$ cat config.mk
export PLATFORM = sky130hd
export DESIGN_NAME = emg_spike_counter_flat
export DESIGN_NICKNAME = d
export VERILOG_FILES = /design/src/rtl/emg_spike_counter_if.sv /design/src/rtl/emg_spike_counter.sv /design/src/flat_wrapper.sv
export SDC_FILE = /design/constraint.sdc
export NUM_CORES = 1
export LEC_CHECK = 0
export BUFFER_PORTS_ARGS = -buffer_cell sky130_fd_sc_hd__buf_2
export CORE_ASPECT_RATIO = 1.1
export CORE_MARGIN = 2
export CORE_UTILIZATION = 25
export CTS_CLUSTER_SIZE = 25
export DETAILED_ROUTE_END_ITERATION = 6
export SLEW_MARGIN = 10
export SYNTH_ARGS = -nofsm -noshare
export SYNTH_HDL_FRONTEND = slang
export SYNTH_SLANG_ARGS = --single-unit
$ cat constraint.sdc
create_clock -name clk -period 11.5 [get_ports clk]
set_input_delay 1.15 -clock clk [delete_from_list [all_inputs] [get_ports clk]]
set_output_delay 1.15 -clock clk [all_outputs]
set_load 0.1 [all_outputs]
$ cat src/rtl/emg_spike_counter_if.sv
// Spike counter bus: run control and spike lines in, windowed count out.
interface emg_spike_counter_if #(
  parameter int N_LANES = 32,
  parameter int CNT_W   = 32,
  parameter int WIN_W   = 16
);
  logic               enable;
  logic [WIN_W-1:0]   window_len;
  logic [N_LANES-1:0] spike_in;
  logic [CNT_W-1:0]   spike_cnt;
  logic               cnt_valid;
  logic               cnt_sat;
  logic [15:0]        win_idx;

  modport master (output enable, window_len, spike_in,
                  input  spike_cnt, cnt_valid, cnt_sat, win_idx);
  modport slave  (input  enable, window_len, spike_in,
                  output spike_cnt, cnt_valid, cnt_sat, win_idx);
endinterface

$ cat src/rtl/emg_spike_counter.sv
// Windowed rising-edge counter across N_LANES spike lines. One count and a
// one-cycle strobe per window of W enabled samples; no backpressure.
module emg_spike_counter #(
  parameter int N_LANES = 32,
  parameter int CNT_W   = 32,
  parameter int WIN_W   = 16
) (
  input logic clk,
  input logic reset,
  emg_spike_counter_if.slave bus
);
  localparam int INC_W = $clog2(N_LANES + 1);

  typedef enum logic {IDLE, RUN} state_t;

  state_t             state_q, state_d;
  logic [N_LANES-1:0] prev_q, rise;
  logic [INC_W-1:0]   inc;
  logic [CNT_W-1:0]   acc_q, acc_d, acc_eff, sum_sat;
  logic [CNT_W:0]     sum;
  logic               ovf, sat_q, sat_d, sat_eff;
  logic [WIN_W-1:0]   pos_q, pos_d, pos_eff, w_q, w_d, w_eff, wlen_eff;
  logic               close;
  logic [CNT_W-1:0]   cnt_q, cnt_d;
  logic               csat_q, csat_d, vld_q, vld_d;
  logic [15:0]        idx_q, idx_d;

  // Per-lane 0->1 detection against last cycle's sample.
  assign rise = bus.spike_in & ~prev_q;

  // Number of lanes that rose this cycle.
  always_comb begin
    inc = '0;
    for (int i = 0; i < N_LANES; i++) inc = inc + INC_W'(rise[i]);
  end

  // In IDLE the window being opened starts from an empty accumulator, so the
  // first enabled sample is handled by the same close/accumulate path as RUN.
  assign wlen_eff = (bus.window_len == '0) ? WIN_W'(1) : bus.window_len;
  assign acc_eff  = (state_q == IDLE) ? '0 : acc_q;
  assign pos_eff  = (state_q == IDLE) ? '0 : pos_q;
  assign w_eff    = (state_q == IDLE) ? wlen_eff : w_q;
  assign sat_eff  = (state_q == IDLE) ? 1'b0 : sat_q;
  assign sum      = {1'b0, acc_eff} + (CNT_W+1)'(inc);
  assign ovf      = sum[CNT_W];
  assign sum_sat  = ovf ? '1 : sum[CNT_W-1:0];
  assign close    = bus.enable && (pos_eff == w_eff - WIN_W'(1));

  // Next-state: accumulate, close a window, or fall back to IDLE.
  always_comb begin
    state_d = state_q;
    acc_d   = acc_q;
    pos_d   = pos_q;
    w_d     = w_q;
    sat_d   = sat_q;
    cnt_d   = cnt_q;
    csat_d  = csat_q;
    idx_d   = idx_q;
    vld_d   = 1'b0;
    if (!bus.enable) begin
      state_d = IDLE;
      acc_d   = '0;
      pos_d   = '0;
      sat_d   = 1'b0;
    end else begin
      state_d = RUN;
      if (close) begin
        cnt_d  = sum_sat;
        csat_d = sat_eff | ovf;
        vld_d  = 1'b1;
        idx_d  = idx_q + 16'd1;
        acc_d  = '0;
        pos_d  = '0;
        sat_d  = 1'b0;
        w_d    = wlen_eff;   // next window starts next cycle with this length
      end else begin
        acc_d  = sum_sat;
        pos_d  = pos_eff + WIN_W'(1);
        sat_d  = sat_eff | ovf;
        w_d    = w_eff;
      end
    end
  end

  // State and output registers; prev samples every cycle regardless of enable.
  always_ff @(posedge clk or posedge reset) begin
    if (reset) begin
      state_q <= IDLE;
      prev_q  <= '0;
      acc_q   <= '0;
      pos_q   <= '0;
      w_q     <= WIN_W'(1);
      sat_q   <= 1'b0;
      cnt_q   <= '0;
      csat_q  <= 1'b0;
      vld_q   <= 1'b0;
      idx_q   <= '0;
    end else begin
      state_q <= state_d;
      prev_q  <= bus.spike_in;
      acc_q   <= acc_d;
      pos_q   <= pos_d;
      w_q     <= w_d;
      sat_q   <= sat_d;
      cnt_q   <= cnt_d;
      csat_q  <= csat_d;
      vld_q   <= vld_d;
      idx_q   <= idx_d;
    end
  end

  assign bus.spike_cnt = cnt_q;
  assign bus.cnt_sat   = csat_q;
  assign bus.cnt_valid = vld_q;
  assign bus.win_idx   = idx_q;
endmodule

$ cat src/flat_wrapper.sv
// flat-port wrapper written by rule: the top's interface ports become plain ports
module emg_spike_counter_flat 
#(
  parameter int N_LANES = 32,
  parameter int CNT_W   = 32,
  parameter int WIN_W   = 16
)
  (clk, reset, bus_enable, bus_window_len, bus_spike_in, bus_spike_cnt, bus_cnt_valid, bus_cnt_sat, bus_win_idx);
  emg_spike_counter_if #(.N_LANES(N_LANES), .CNT_W(CNT_W), .WIN_W(WIN_W)) bus_i ();
  input logic clk;
  input logic reset;
  input wire logic [$bits(bus_i.enable)-1:0] bus_enable;
  input wire logic [$bits(bus_i.window_len)-1:0] bus_window_len;
  input wire logic [$bits(bus_i.spike_in)-1:0] bus_spike_in;
  output wire logic [$bits(bus_i.spike_cnt)-1:0] bus_spike_cnt;
  output wire logic [$bits(bus_i.cnt_valid)-1:0] bus_cnt_valid;
  output wire logic [$bits(bus_i.cnt_sat)-1:0] bus_cnt_sat;
  output wire logic [$bits(bus_i.win_idx)-1:0] bus_win_idx;
  assign bus_i.enable = bus_enable;
  assign bus_i.window_len = bus_window_len;
  assign bus_i.spike_in = bus_spike_in;
  assign bus_spike_cnt = bus_i.spike_cnt;
  assign bus_cnt_valid = bus_i.cnt_valid;
  assign bus_cnt_sat = bus_i.cnt_sat;
  assign bus_win_idx = bus_i.win_idx;
  emg_spike_counter #(.N_LANES(N_LANES), .CNT_W(CNT_W), .WIN_W(WIN_W)) u_core (.clk(clk), .reset(reset), .bus(bus_i));
endmodule
==> impl_summary.md <==
Die
The starting utilization of the core area is 0.252. In this run the horizontal extent of the chip is 178 microns. The floorplan die area is 34900 sq um. The die is 196 microns tall. 101 I/O pins were placed. The core area is 33100 sq um. After floorplanning, the core was divided into 70 placement rows.

Layout
For this run, the share of the core covered by cells in the final layout is 0.298. The diode insertion count for antenna repair is 0. The share of post-route cells with drive strength above 1 is 0.212.

At the end of the flow, the number of nets in the layout was 978. The area growth from synthesis to layout is 18.0%.

GRT
The number of global-route vias before repair is 6285. The first global-routing pass estimated 33900 microns of wire. The pin count of the biggest net entering global routing is 85. The initial antenna violation count is 0. The overall track demand over capacity in global routing is 0.125. After global routing the overflow that remains totals 0.

Clock network
The hold buffer count at CTS is 0. Post-CTS repair changed the size of 0 cells. The clock latency of the later-clocked register in the worst-skew pair is 0.44 ns.

In this run the clock root is driven by a sky130_fd_sc_hd__clkbuf_16. The post-CTS setup repair buffer count is 0. The clock input transition at the sequential cells of the worst setup and hold paths is 0.07 ns. The H-tree was split into 4 levels. The maximum clock path buffer count is 2. The count of clock tree sinks is 148. Counting the buffers created by CTS gives 17. The CTS tree is done.

Power
Summed over all nets, the switching power comes to 0.581 mW. Power comes to 1.68 mW. Summed over all cells, the static leakage comes to 4.73 nW. Of the total power, the share spent switching nets is 0.347. The power density relative to cell area is 170 nW/um^2.

IR analysis of the VDD net gives a maximum drop of 0.133 mV. The share of total power dissipated in the clock network is 0.341. The share of power burned in combinational logic is 0.326.

The sequential share of power is 0.334. Cell internal power was estimated by the tool at 1.09 mW.

Route
The count of nets left with antenna violations after detail routing is 0. The via total after detailed routing is 6051. After detailed routing, the average wire length per cell comes to 15.2 microns.

The number of iterations in the first detailed-routing pass is 7. The number of DRC violations after detailed routing is 0. Dividing the detail-routed via count by the number of cells gives 4.55. The routed wire length is 20200 microns. The detailed router finished its first iteration with 281 violations.

Synthesis
When the netlist entered floorplanning its net count stood at 883. The portion of the post-synthesis area used by sequential elements is 0.444. The cell area after technology mapping is 8350 sq um.

The count of different cell masters after synthesis is 65. Counting every instance in the synthesized netlist gives 790. The mean instance size in the synthesized netlist is 10.6 sq um. The fraction of registers with async set/reset is 1.00. The most used flip-flop cell after synthesis is sky130_fd_sc_hd__dfrtp_1. The number of warnings printed during yosys synthesis is 0. The synthesized flop and latch total is 148.

The number of synthesized flops with an enable pin is 0.

STA
The routed design could run at a clock period as short as 8.27 ns. The hold violation count in the final report came to 0. Setup repair after global routing left no endpoint under its margin. The number of max-slew violations in the final report was 0.

Adding up every negative setup slack in the final design gives 0 ns. The worst setup margin is 3.23 ns. The maximum clock skew at final layout is 0.0140 ns. Headroom to the max-slew limit came out at 0.264. At the pin with the least slew margin, the transition time is 1.08 ns. The share of the clock period used by the worst path is 0.719. Derived from the worst setup path, the maximum achievable clock frequency is 121 MHz. Setup violations remaining at the end of the flow were counted as 0.

Placement
The HPWL after detailed placement is 13900 microns. The worst setup slack before clock tree synthesis is 2.74 ns. At the end of routability-driven placement, the weighted congestion stood at 0.858.

The quantity of I/O buffers inserted on ports is 100.

Worst setup path
The highest fanout seen on the critical path is 25. Counting stages on the worst path, the most repeated cell is sky130_fd_sc_hd__fa_1. Among all stages on the critical path, the largest delay is contributed by sky130_fd_sc_hd__nand2_1. The worst setup path is of the primary input to flip-flop kind. Walking the worst path, the cells encountered are buf_2 -> nor2b_1 -> ha_1 -> inv_1 -> fa_1 -> fa_1 -> fa_1 -> fa_1 -> fa_1 -> inv_1 -> fa_1 -> fa_1 -> fa_1 -> xor2_1 -> ha_1 -> nor2b_1 -> o21a_1 -> o21ai_0 -> a211o_1 -> nor4_1 -> nand2_1 -> o21ai_0 -> mux2_2. The largest delay contributor family on the critical path is adder cells. The critical path data arrival time is 8.59 ns. Data on the critical path is required at its endpoint by 11.82 ns.

The endpoint kind of the worst setup timing path is a flip-flop. The critical path contains buffers and inverters numbering 3 combined. STA classifies the critical path startpoint as a primary input. The largest stage delay on the critical path is 0.68 ns. Setup slack on the worst reg-to-reg path comes out at 3.77 ns.

Min path
The worst hold-check path type is flip-flop to flip-flop.

Run status
The run finished with clean final reports.

Run
Across the run, the number of max-cap violations was 0.
-- registers in the layout, indices dropped and copies added (netlist names) --
register and cells:
u_core.bus.spike_cnt 32, u_core.pos_q 16, u_core.w_q 16, u_core.bus.win_idx 16, u_core.state_q 1, u_core.bus.cnt_valid 1
u_core.bus.cnt_sat 1, u_core.acc_q 32, u_core.prev_q 32, u_core.sat_q 1
-- power by group through the flow --
stage,registers (mW),logic [mW],clock network [mW]
after floorplan,0.564,0.450,0
after global placement,0.568,0.547,0
after detailed placement,0.568,0.557,0
after CTS,0.559,0.560,0.592
after global routing,0.562,0.655,0.612
final,0.559,0.546,0.571
-- worst paths after layout --
path | from | cells past startpoint | endpoint
min reg2reg | u_core.bus.win_idx[15]$_DFFE_PP0P_ | 1 | u_core.bus.win_idx[15]$_DFFE_PP0P_
min | u_core.bus.win_idx[15]$_DFFE_PP0P_ | 1 | u_core.bus.win_idx[15]$_DFFE_PP0P_
max | bus_spike_in[0] | 23 | u_core.bus.spike_cnt[17]$_DFFE_PP0P_
max reg2reg | u_core.prev_q[1]$_DFF_PP0_ | 22 | u_core.bus.spike_cnt[17]$_DFFE_PP0P_
min in group asynchronous | reset | 2 | u_core.bus.spike_cnt[6]$_DFFE_PP0P_
max in group asynchronous | reset | 3 | u_core.state_q$_DFF_PP0_
-- cell type report --
class                   count  area [sq um]
multi-input cells         565          4290
well taps                 432           541
repair buffers            106           546
fillers                  3498         23300
clock inverters            15           164
inverters                  47           181
flip-flops and latches    148          3710
clock buffers              17           425
-- synthesized netlist by cell type (2+ instances only) --
cell type,count,area (sq um)
sky130_fd_sc_hd__nor4_1,11,68.8
sky130_fd_sc_hd__nor2b_1,21,131
sky130_fd_sc_hd__xor2_1,31,272
sky130_fd_sc_hd__a211oi_1,2,15.0
sky130_fd_sc_hd__xnor2_1,45,394
sky130_fd_sc_hd__a2111oi_0,2,17.5
sky130_fd_sc_hd__nor3b_1,7,52.6
sky130_fd_sc_hd__a21o_1,6,45.0
sky130_fd_sc_hd__o21a_1,4,30.0
sky130_fd_sc_hd__or3_1,5,31.3
sky130_fd_sc_hd__o211ai_1,5,37.5
sky130_fd_sc_hd__nand2b_1,21,131
sky130_fd_sc_hd__dfrtp_1,147,3680
sky130_fd_sc_hd__a311oi_1,2,17.5
sky130_fd_sc_hd__o21ai_0,22,110
sky130_fd_sc_hd__buf_6,5,56.3
sky130_fd_sc_hd__inv_1,47,176
sky130_fd_sc_hd__buf_2,3,15.0
sky130_fd_sc_hd__fa_1,25,500
sky130_fd_sc_hd__and2_1,11,68.8
sky130_fd_sc_hd__and4_1,2,17.5
sky130_fd_sc_hd__nor3_1,33,165
sky130_fd_sc_hd__and3_1,49,307
sky130_fd_sc_hd__a21oi_1,18,90.1
sky130_fd_sc_hd__buf_4,8,60.1
sky130_fd_sc_hd__mux2i_1,8,80.1
sky130_fd_sc_hd__nand3_1,27,135
sky130_fd_sc_hd__a211o_1,3,26.3
sky130_fd_sc_hd__mux2_2,39,439
sky130_fd_sc_hd__nor2_1,31,116
sky130_fd_sc_hd__o21bai_1,3,22.5
sky130_fd_sc_hd__nand2_1,60,225
sky130_fd_sc_hd__mux2_1,11,124
sky130_fd_sc_hd__ha_1,17,213
sky130_fd_sc_hd__or2_2,2,12.5
sky130_fd_sc_hd__nand4_1,13,81.3
sky130_fd_sc_hd__nor4b_1,2,17.5
sky130_fd_sc_hd__o2bb2ai_1,2,17.5
sky130_fd_sc_hd__clkbuf_1,14,52.6
-- worst register-to-register path, delay by kind of cell (launching register included) --
family	cells	cell delay, ns
xor gates and xnor gates	1	0.16
DFF	1	0.36
muxes	1	0.33
and+or+nand+nor	4	1.03
adders and majority gates	10	4.46
AOI/OAI and AO/OA	4	1.16
buffers and inverters	2	0.14
-- cells in the final DEF (no fill, tap or decap), types with 3 or more instances in the layout --
master                       netlist  final
sky130_fd_sc_hd__a211o_1           3      3
sky130_fd_sc_hd__a21o_1            6      6
sky130_fd_sc_hd__a21oi_1          18     18
sky130_fd_sc_hd__and2_1           11     11
sky130_fd_sc_hd__and3_1           49     49
sky130_fd_sc_hd__buf_2             3    100
sky130_fd_sc_hd__buf_4             8      6
sky130_fd_sc_hd__clkbuf_16         0     17
sky130_fd_sc_hd__clkinvlp_4        0      3
sky130_fd_sc_hd__dfrtp_1         147    146
sky130_fd_sc_hd__fa_1             25     25
sky130_fd_sc_hd__ha_1             17     17
sky130_fd_sc_hd__inv_1            47     46
sky130_fd_sc_hd__inv_6             0      6
sky130_fd_sc_hd__inv_8             0      3
sky130_fd_sc_hd__mux2_1           11     11
sky130_fd_sc_hd__mux2_2           39     39
sky130_fd_sc_hd__mux2i_1           8      8
sky130_fd_sc_hd__nand2_1          60     60
sky130_fd_sc_hd__nand2b_1         21     21
sky130_fd_sc_hd__nand3_1          27     27
sky130_fd_sc_hd__nand4_1          13     13
sky130_fd_sc_hd__nor2_1           31     31
sky130_fd_sc_hd__nor2b_1          21     21
sky130_fd_sc_hd__nor3_1           33     33
sky130_fd_sc_hd__nor3b_1           7      7
sky130_fd_sc_hd__nor4_1           11     10
sky130_fd_sc_hd__o211ai_1          5      5
sky130_fd_sc_hd__o21a_1            4      4
sky130_fd_sc_hd__o21ai_0          22     22
sky130_fd_sc_hd__o21bai_1          3      3
sky130_fd_sc_hd__or3_1             5      5
sky130_fd_sc_hd__xnor2_1          45     45
sky130_fd_sc_hd__xor2_1           31     31
-- through the flow --
| stage | hold WS (ns) | cell area (sq um) | cells |
|---|---|---|---|
| floorplan | 0.480 | 8350 | 790 |
| global placement | 0.459 | 9260 | 1298 |
| detailed placement | 0.460 | 9260 | 1298 |
| CTS | 0.470 | 9850 | 1330 |
| global route | 0.509 | 9850 | 1330 |
| finish | 0.466 | 9850 | 1330 |
-- cell families after synthesis --
| kind of cell | count (synthesis) | share of synthesized area |
|---|---|---|
| AO/OA/AOI/OAI | 83 | 0.0668 |
| buffers and inverters | 77 | 0.0432 |
| multiplexers | 58 | 0.0770 |
| adder cells (fa/ha/maj) | 42 | 0.0854 |
| AND/OR/NAND/NOR | 305 | 0.201 |
| flip-flops | 148 | 0.444 |
| XOR/XNOR | 77 | 0.0826 |
-- routing by layer --
layer,up-vias,share of wire,wire length (microns),GRT usage
met1,2987,0.45,9050,0.159
met3,23,0.038,769,0.0267
met5,-,0,0,0
met4,0,0.018,355,0.0452
li1,2927,-,-,-
met2,114,0.50,10100,0.207
(Power assumes the default switching activity.)
